<file path="src/rtl/video_pkg.sv">
// Shared types and constants for the video pattern transmitter.
package video_pkg;

  typedef enum logic [1:0] {
    IDLE  = 2'd0,
    RUN   = 2'd1,
    DRAIN = 2'd2
  } state_t;

  typedef enum logic [1:0] {
    BARS    = 2'd0,
    RAMP    = 2'd1,
    CHECKER = 2'd2,
    STAMP   = 2'd3
  } pattern_t;

  // Colour bar table, left to right, {red, green, blue}.
  localparam logic [23:0] BAR_RGB [8] = '{
    24'hFFFFFF, 24'hFFFF00, 24'h00FFFF, 24'h00FF00,
    24'hFF00FF, 24'hFF0000, 24'h0000FF, 24'h000000
  };

  // Total period of one axis: active + front porch + sync + back porch.
  function automatic int unsigned total_len(input int unsigned act,
                                            input int unsigned fp,
                                            input int unsigned sync,
                                            input int unsigned bp);
    return act + fp + sync + bp;
  endfunction

endpackage

</file>
<file path="src/rtl/video_timing_gen.sv">
// Horizontal/vertical raster counters with registered dv/hsync/vsync decode.
// adv loads the next raster position (pixel (0,0) when not yet running);
// clr returns to the idle rest state.
module video_timing_gen
  import video_pkg::*;
#(
  parameter int unsigned HRES   = 1600,
  parameter int unsigned VRES   = 900,
  parameter int unsigned H_FP   = 24,
  parameter int unsigned H_SYNC = 80,
  parameter int unsigned H_BP   = 96,
  parameter int unsigned V_FP   = 1,
  parameter int unsigned V_SYNC = 3,
  parameter int unsigned V_BP   = 96,
  parameter logic        HS_POL = 1'b1,
  parameter logic        VS_POL = 1'b1
) (
  input  logic        clk,
  input  logic        rst,
  input  logic        clr,
  input  logic        adv,
  output logic [10:0] h_cnt,
  output logic [10:0] v_cnt,
  output logic        dv,
  output logic        hs,
  output logic        vs,
  output logic [10:0] nxt_h,
  output logic [7:0]  nxt_v_lo,
  output logic        nxt_dv,
  output logic        last
);

  localparam int unsigned HTOT = total_len(HRES, H_FP, H_SYNC, H_BP);
  localparam int unsigned VTOT = total_len(VRES, V_FP, V_SYNC, V_BP);

  logic        live;
  logic [10:0] nxt_v;
  logic        nxt_hs_act;
  logic        nxt_vs_act;

  // Next raster position and its decode; a non-running generator starts at (0,0).
  always_comb begin
    nxt_h = '0;
    nxt_v = '0;
    if (live) begin
      if (h_cnt == 11'(HTOT - 1)) begin
        nxt_h = '0;
        nxt_v = (v_cnt == 11'(VTOT - 1)) ? '0 : v_cnt + 11'd1;
      end else begin
        nxt_h = h_cnt + 11'd1;
        nxt_v = v_cnt;
      end
    end
    nxt_dv     = (nxt_h < 11'(HRES)) && (nxt_v < 11'(VRES));
    nxt_hs_act = (nxt_h >= 11'(HRES + H_FP)) && (nxt_h < 11'(HRES + H_FP + H_SYNC));
    nxt_vs_act = (nxt_v >= 11'(VRES + V_FP)) && (nxt_v < 11'(VRES + V_FP + V_SYNC));
  end

  assign nxt_v_lo = nxt_v[7:0];
  assign last     = live && (h_cnt == 11'(HTOT - 1)) && (v_cnt == 11'(VTOT - 1));

  // Counter and sync/dv registers.
  always_ff @(posedge clk or negedge rst) begin
    if (!rst) begin
      h_cnt <= '0;
      v_cnt <= '0;
      live  <= 1'b0;
      dv    <= 1'b0;
      hs    <= ~HS_POL;
      vs    <= ~VS_POL;
    end else if (clr) begin
      h_cnt <= '0;
      v_cnt <= '0;
      live  <= 1'b0;
      dv    <= 1'b0;
      hs    <= ~HS_POL;
      vs    <= ~VS_POL;
    end else if (adv) begin
      h_cnt <= nxt_h;
      v_cnt <= nxt_v;
      live  <= 1'b1;
      dv    <= nxt_dv;
      hs    <= nxt_hs_act ? HS_POL : ~HS_POL;
      vs    <= nxt_vs_act ? VS_POL : ~VS_POL;
    end
  end

endmodule

</file>
<file path="src/rtl/video_pattern_tx.sv">
// Video test-pattern transmitter: run/drain FSM, pattern generation and
// registered pixel outputs aligned with the timing generator.
module video_pattern_tx
  import video_pkg::*;
#(
  parameter int unsigned HRES   = 1600,
  parameter int unsigned VRES   = 900,
  parameter int unsigned H_FP   = 24,
  parameter int unsigned H_SYNC = 80,
  parameter int unsigned H_BP   = 96,
  parameter int unsigned V_FP   = 1,
  parameter int unsigned V_SYNC = 3,
  parameter int unsigned V_BP   = 96,
  parameter logic        HS_POL = 1'b1,
  parameter logic        VS_POL = 1'b1
) (
  input  logic        clk,
  input  logic        rst,
  input  logic        en,
  input  logic [1:0]  pattern_sel,
  output logic [10:0] h_cnt,
  output logic [10:0] v_cnt,
  output logic        vga_dv_o,
  output logic        vga_hs_o,
  output logic        vga_vs_o,
  output logic [7:0]  red,
  output logic [7:0]  green,
  output logic [7:0]  blue,
  output logic        frame_start,
  output logic [15:0] frame_cnt,
  output logic        busy
);

  state_t      state;
  state_t      state_nxt;
  pattern_t    pat_q;
  pattern_t    pat_use;
  logic        tg_clr;
  logic        tg_adv;
  logic        tg_last;
  logic [10:0] nxt_h;
  logic [7:0]  nxt_v_lo;
  logic        nxt_dv;
  logic        start;
  logic        frame_done;
  logic [15:0] fcnt_nxt;
  logic [2:0]  bar_idx;
  logic [23:0] rgb_nxt;

  video_timing_gen #(
    .HRES   (HRES),
    .VRES   (VRES),
    .H_FP   (H_FP),
    .H_SYNC (H_SYNC),
    .H_BP   (H_BP),
    .V_FP   (V_FP),
    .V_SYNC (V_SYNC),
    .V_BP   (V_BP),
    .HS_POL (HS_POL),
    .VS_POL (VS_POL)
  ) u_timing (
    .clk      (clk),
    .rst      (rst),
    .clr      (tg_clr),
    .adv      (tg_adv),
    .h_cnt    (h_cnt),
    .v_cnt    (v_cnt),
    .dv       (vga_dv_o),
    .hs       (vga_hs_o),
    .vs       (vga_vs_o),
    .nxt_h    (nxt_h),
    .nxt_v_lo (nxt_v_lo),
    .nxt_dv   (nxt_dv),
    .last     (tg_last)
  );

  // Run/drain control: frames only end at the last raster pixel, so en never cuts a frame short.
  always_comb begin
    state_nxt  = state;
    tg_clr     = 1'b0;
    tg_adv     = 1'b0;
    start      = 1'b0;
    frame_done = 1'b0;
    case (state)
      IDLE: begin
        if (en) begin
          state_nxt = RUN;
          tg_adv    = 1'b1;
          start     = 1'b1;
        end
      end
      RUN, DRAIN: begin
        if (tg_last) begin
          frame_done = 1'b1;
          if (en) begin
            state_nxt = RUN;
            tg_adv    = 1'b1;
            start     = 1'b1;
          end else begin
            state_nxt = IDLE;
            tg_clr    = 1'b1;
          end
        end else begin
          tg_adv    = 1'b1;
          state_nxt = en ? RUN : DRAIN;
        end
      end
      default: begin
        state_nxt = IDLE;
        tg_clr    = 1'b1;
      end
    endcase
  end

  // Pixel colour for the position about to be presented.
  always_comb begin
    pat_use  = start ? pattern_t'(pattern_sel) : pat_q;
    fcnt_nxt = frame_cnt + {15'd0, frame_done};
    bar_idx  = 3'(nxt_h / 11'(HRES / 8));
    rgb_nxt  = '0;
    if (tg_adv && nxt_dv) begin
      case (pat_use)
        BARS:    rgb_nxt = BAR_RGB[bar_idx];
        RAMP:    rgb_nxt = {3{nxt_h[7:0]}};
        CHECKER: rgb_nxt = (nxt_h[5] ^ nxt_v_lo[5]) ? '1 : '0;
        STAMP:   rgb_nxt = {fcnt_nxt[7:0], nxt_h[7:0], nxt_v_lo[7:0]};
        default: rgb_nxt = '0;
      endcase
    end
  end

  // FSM state register.
  always_ff @(posedge clk or negedge rst) begin
    if (!rst) state <= IDLE;
    else      state <= state_nxt;
  end

  // Pattern latch, frame counter and registered pixel/status outputs.
  always_ff @(posedge clk or negedge rst) begin
    if (!rst) begin
      pat_q       <= BARS;
      frame_cnt   <= '0;
      red         <= '0;
      green       <= '0;
      blue        <= '0;
      frame_start <= 1'b0;
      busy        <= 1'b0;
    end else begin
      if (start) pat_q <= pat_use;
      frame_cnt          <= fcnt_nxt;
      {red, green, blue} <= rgb_nxt;
      frame_start        <= start;
      busy               <= (state_nxt != IDLE);
    end
  end

endmodule

</file>
<file path="config.mk">
export PLATFORM = sky130hd
export DESIGN_NAME = video_pattern_tx
export DESIGN_NICKNAME = d
export VERILOG_FILES = /design/src/rtl/video_pkg.sv /design/src/rtl/video_timing_gen.sv /design/src/rtl/video_pattern_tx.sv
export SDC_FILE = /design/constraint.sdc
export NUM_CORES = 1
export LEC_CHECK = 0
export CORE_AREA = 2 2 94 96
export DETAILED_ROUTE_END_ITERATION = 10
export DIE_AREA = 0 0 96 98
export PLACE_DENSITY = 0.76
export SETUP_SLACK_MARGIN = 0.15
export SYNTH_ARGS = -nofsm -noshare
export SYNTH_HDL_FRONTEND = slang
export SYNTH_SLANG_ARGS = --single-unit
export TNS_END_PERCENT = 100
</file>
<file path="constraint.sdc">
create_clock -name clk -period 4.15 [get_ports clk]
set_input_delay 0.6225 -clock clk [delete_from_list [all_inputs] [get_ports clk]]
set_output_delay 0.6225 -clock clk [all_outputs]
set_load 0.01 [all_outputs]
</file>
* After elaboration in Yosys (flattened, before gate mapping) *
Memories as Yosys holds them, arrays and structs flattened.
Index checks and enable logic that the tools add are counted.

storage, ports and cells
  bits in writable memories = 0
  memories kept = 1
  bits of input ports = 5
  logic and storage cells = 86
  bits in read-only memories = 192
  latch bits = 0
  output and inout bits = 67
  bits in registers = 72

memory list
  memory            words  bits a word  read ports  clocked after memory_dff  wr ports  RTL line                 source
  (name not given)  8      24           1           0                         0         video_pattern_tx.sv:123  BARS: rgb_nxt = BAR_RGB[bar_idx];

cells by class
  div/mod/pow operators = 1
  equality and inequality tests = 7
  shift-type cells = 0
  reductions and logical operators = 11
  multiplexer cells = 40
  $add $sub $neg = 3
  bitwise logic cells = 2
  multipliers = 0
  order comparisons = 7

operator list
  operator                 count
  $mux W11                 9
  $mux W24                 4
  $pmux W24 S4             1
  $add A11 B1 Y11 const B  2
  $lt A11 B10 Y1 const B   2
  $lt A11 B11 Y1 const B   2
  $mux W1                  18
  $add A16 B1 Y16          1
  $div A11 B8 Y11 const B  1
  $eq A11 B10 Y1 const B   1
  $eq A11 B11 Y1 const B   1
  $ge A11 B10 Y1 const B   1
  $ge A11 B11 Y1 const B   1
  $mux W2                  4
  $eq A2 B2 Y1 const B     3
  $logic_and A1 B1 Y1      6
  $pmux W1 S2              3
  $eq A2 B1 Y1 const B     2
  $ge A4 B4 Y1 const B     1
  $logic_not A2 Y1         2
  $not A3 Y4               1
  $pmux W2 S2              1
  $reduce_bool A2 Y1       2
  $reduce_or A2 Y1         1
  $xor A1 B1 Y1            1

* Depth between registers and ports, before layout *
  depth after elaboration = 10
  depth in mapped cells = 13
  depth with buffers taken out = 12

* By module *
From an unflattened synthesis, not the netlist that was laid out.

second synthesis, totals
  cell total of the unflattened synthesis = 530
  area, all modules = 4,683.2 µm²

by module, submodules not included
  module            sequential area each (µm²)  area each (µm²)  times used  cells each
  video_pattern_tx  1,151.1                     2,603.7          1           280
  video_timing_gen  650.6                       2,079.5          1           250

* Least setup slack after synthesis *
No wires, ideal clock.

  kind = reg-to-reg
  start = reg u_timing.h_cnt[0]
  end = reg green[6]
  data required time = 4,078 ps
  setup time = 72 ps
  path buffers = 1
  cell stages (with the launch flop) = 13
  slack = 845 ps
  arrival time = 3,233 ps
  period minus slack after synthesis = 3,305 ps
  path through = dfrtp_1 ha_1 nor4bb_1 and3b_1 buf_2 nand4_1 a21oi_2 mux2i_1 inv_2 a21oi_2 o21a_1 a31oi_1 nor2_1

on the way
  elaborated cells between the ends (all ways) = 30
  those cells by class = add/sub (1); div (1); order compare (2); eq/ne (4); mux (14); bitwise (2); reduce/logical (5); memory (1)

RTL lines
  item                                  RTL line                 source
  start: declaration                    video_timing_gen.sv:22   output logic [10:0] h_cnt,
  start signal: assignment              video_timing_gen.sv:79   h_cnt <= nxt_h;
  $eq A11 B11 Y1 *                      video_timing_gen.sv:60   assign last = live && (h_cnt == 11'(HTOT - 1)) && (v_cnt == 11'(VTOT - 1));
  $logic_and A1 B1 Y1 * (2 in a row)    video_timing_gen.sv:60
  $mux W1 *                             video_pattern_tx.sv:93   if (tg_last) begin
  $pmux W1 S2 *                         video_pattern_tx.sv:84   case (state)
  via start                             video_pattern_tx.sv:44   logic start;
  $mux W2 *                             video_pattern_tx.sv:117  pat_use = start ? pattern_t'(pattern_sel) : pat_q;
  $eq A2 B2 Y1 (tied with other cells)  video_pattern_tx.sv:122  case (pat_use)
  $pmux W24 S4 *                        video_pattern_tx.sv:122
  $mux W24 *                            video_pattern_tx.sv:121  if (tg_adv && nxt_dv) begin
  via rgb_nxt[14]                       video_pattern_tx.sv:48   logic [23:0] rgb_nxt;
  end signal: assignment                video_pattern_tx.sv:151  {red, green, blue} <= rgb_nxt;
  end: declaration                      video_pattern_tx.sv:27   output logic [7:0] green,

The timed path passes the listed nets; every way through them passes the cells marked *. The select of a mux whose other input is x is not followed.
A chain may end at the register's enable or synchronous reset.

* Worst setup path after layout *
  start = reg u_timing.h_cnt[1]
  end = reg blue[5]

on the way
  cells in the longest elaborated chain, start to end = 10
  elaborated cells between the ends (all ways) = 30
  those cells by class = add/sub (1); div (1); order compare (2); eq/ne (4); mux (14); bitwise (2); reduce/logical (5); memory (1)

RTL lines
  item                                               RTL line                                                                source
  $add A11 B1 Y11 or $eq A11 B11 Y1 (tied branches)  video_timing_gen.sv:50, video_timing_gen.sv:46, video_timing_gen.sv:60
  $mux W11                                           video_timing_gen.sv:46                                                  if (h_cnt == 11'(HTOT - 1)) begin
  $mux W11                                           video_timing_gen.sv:45                                                  if (live) begin
  $div A11 B8 Y11                                    video_pattern_tx.sv:119                                                 bar_idx = 3'(nxt_h / 11'(HRES / 8));
  $not A3 Y4 (implied by the code)                   video_pattern_tx.sv:123
  $mem_v2 Z8 W24                                     --
  $mux W24 (implied by the code) (2 in a row)        video_pattern_tx.sv:123
  $pmux W24 S4                                       video_pattern_tx.sv:122
  $mux W24 *                                         video_pattern_tx.sv:121
  via rgb_nxt[5]                                     video_pattern_tx.sv:48
  end signal: assignment                             video_pattern_tx.sv:151
  end: declaration                                   video_pattern_tx.sv:28                                                  output logic [7:0] blue,

Marks and branches as above.

==> results.md <==
* Status: complete, no violations
* Dpl hpwl at 8790 µm
* Syn_area_per_cell at 9.050 µm²
* Vias per Instance at 5.933
* RSZ-0062 raised after global routing: false
* Max-slew headroom at 44.96%
* CP arrival at 4060 ps
* Total Die Area at 9408 µm²
* Layer with the highest usage: met2
* Max Freq at 0.2641 GHz
* Period utilization at 91.25%
* Initial Util at 48.21%
* WL/cell at 18.50 µm
* Cell count after synthesis at 451
* CP Launch Type: flip-flop
* Commonest non-fill, non-tap cell in the layout: dfrtp_1
* Met2 GRT Util at 41.99%
* Antenna Nets Post-Route at 0
* Worst-Margin Slew at 825.7 ps
* Sequential share of the synthesized area at 44.14%
* Max_cap viols at 0
* Total negative setup slack at 0 ps
* Final Hold Fails at 0
* H-tree Lvls at 3
* VDD IR max at 0.2506 mV
* Final Max Slew Viols at 0
* FF-to-FF Start: u_timing.h_cnt[1]
* 1st-iter DRT viols at 308
* Syn_nets at 462
* Inst Count DP at 623
* Ratio of cells with drive above 1 in the final layout at 9.381%
* Post-synth EDFFs at 0
* Boundary Pins at 72
* TritonRoute pass-1 iters at 5
* Synthesized cell area at 4081 µm²
* Drt drc at 0
* GP Congestion at 0.9800
* TritonCTS clock tree: yes
* Setup crit end: blue[5]
* Max Root-Sink Buffers at 2
* Worst R2R Path Depth at 11
* Distinct cell type count after synthesis at 67
* GRT met1 Usage at 36.15%
* Met3 usage at 5.556%
* YS warnings at 0
* Root buf cell: clkbuf_8
* Count of nets after finishing at 539
* Largest net degree at the start of global routing at 46
* # setup viols final at 0
* CTS clock-pin slew for the worst setup and hold paths at 90 ps
* Core ar. at 8466 µm²
* Ys flop type: dfrtp_1
* CP required at 4430 ps
* Register area at 1802 µm²
* Most frequent cells in the layout: dfrtp_1, clkdlybuf4s50_1, nand2_1
* Critical Path End Type: flip-flop
* Yosys reg bits at 72
* TritonCTS Buffers at 9
* Area grow syn2layout at 27.41%
* Buffers on Ports at 71
* Clk_lat worst skew at 350 ps
* Leakage at 2.216 nW
* Post-Route WL at 11860 µm
* Clock skew at 13.88 ps
* Clk sinks at 72
* Worst Setup SP: u_timing.h_cnt[1]
* Final min period at 3787 ps
* First-pass GRT wire length at 19370 µm
* Initial antenna violation count at 0
* Setup Crit Path Kind: reg -> reg
* Routed via count at 3803
* N_diodes at 0
* Fill count at 753
* Tightest Hold Check Type: in -> async
* FFs w/ async S/R, synth at 100.0%
* GR Overflow Total at 0
* Die Width at 96 µm
* Multi-input gate area at 2143 µm²
* Worst Path Max Fanout at 16
* Vias in the first global route at 3729
* FP Rows at 34
* Power Density at 551.5 nW/µm²
* Die H at 98 µm
* Overall Global Routing Usage at 26.73%
* Layout Cells excl Fill at 641
* Reg2reg setup slack at 360 ps
* R2R Path End: blue[5]
[per-stage QoR]
stage / util, % / hold slack, ps / total power [W] / cell area (µm²) / worst slack (ps)
after floorplan: - / 326.9 / 0.001685 / 4081 / 844.8
after global placement: 58.25 / 457.8 / 0.002139 / 4931 / 511.9
after detailed placement: 58.25 / 457.1 / 0.002162 / 4931 / 388.2
after CTS: 61.23 / 298.0 / 0.002872 / 5184 / 362.6
after global routing: 61.42 / 316.1 / 0.003055 / 5200 / 160.0
final: 61.42 / 284.8 / 0.002868 / 5200 / 363.1
[cells by family (layout without fill, tap and decap cells)]
family | Yosys count | in the layout | synth area share (%)
AOI/OAI and AO/OA | 130 | 130 | 20.88
buffers and inverters | 33 | 115 | 3.372
and+or+nand+nor | 174 | 174 | 21.86
DFF | 72 | 72 | 44.14
muxes | 4 | 4 | 1.012
adders and majority gates | 7 | 7 | 2.085
xor gates and xnor gates | 31 | 31 | 6.652
[worst max-delay path, stage by stage (launching register included)]
cell	delay, ps
dfrtp_1	430
ha_1	270
nor4bb_1	410
and3b_1	550
a21oi_1	360
o21ai_1	300
nand4_1	150
nand2b_1	170
a221o_2	530
a221oi_2	230
o21ai_2	150
nor2_1	150
[Yosys cell counts (4+ instances only)]
library cell / instances / area, µm²
o31ai_1: 8 / 60.06
o21ai_0: 33 / 165.2
dfrtp_1: 72 / 1802
o21ai_1: 4 / 20.02
clkbuf_1: 12 / 45.04
buf_2: 5 / 25.02
a21oi_2: 4 / 35.03
a21boi_0: 5 / 37.54
inv_1: 11 / 41.29
ha_1: 6 / 75.07
nor2_1: 34 / 127.6
nand3_1: 34 / 170.2
xor2_1: 13 / 113.9
or3_1: 5 / 31.28
a31oi_1: 6 / 37.54
and3_1: 6 / 37.54
nand4_1: 9 / 56.30
xnor2_1: 18 / 157.7
and2_1: 6 / 37.54
o21a_1: 4 / 30.03
nor3_1: 5 / 25.02
a21oi_1: 29 / 145.1
nand2_1: 50 / 187.7
nand2b_1: 5 / 31.28
o211ai_1: 7 / 52.55
[cell type report]
| type | instances | share of cell area, % |
|---|---|---|
| multi-input combinational | 346 | 41.22 |
| tap | 108 | 2.599 |
| clock buffer | 10 | 2.647 |
| inverter | 13 | 0.9384 |
| sequential | 72 | 34.65 |
| clock inverter | 6 | 2.214 |
| timing repair buffer | 86 | 15.74 |
[state kept, by name, indices dropped and copies added (netlist names), 2 cells and up]
signal / flops
u_timing.v_cnt: 11
frame_cnt: 16
u_timing.h_cnt: 11
red: 8
state: 2
pat_q: 2
green: 8
blue: 8
[power breakdown]
group | total [W] | internal [W] | switching (W)
Sequential | 0.000884 | 0.000834 | 0.0000499
Clock | 0.000698 | 0.000419 | 0.000279
Combinational | 0.00129 | 0.000445 | 0.000841
[metal layers]
layer,part of all wire [%],vias up
met5,0,-
met4,2.6,0
met3,6.0,27
met2,48,162
met1,43,1820
li1,-,1794
[worst min path at each step]
stage / end / slack [ps]
after floorplan: blue[0] / 330
after global placement: frame_cnt[15] / 460
after detailed placement: frame_cnt[15] / 460
after CTS: frame_cnt[13] / 300
after global routing: busy / 320
final: busy / 280
[timing repair]
| item | CTS | global route |
|---|---|---|
| endpoints found under the setup margin | 0 | 16 |
| resized for setup | 0 | 1 |
| hold buffers | 0 | 0 |
| setup buffers | 0 | 2 |
Note: power is estimated with default switching activity, not from simulation.
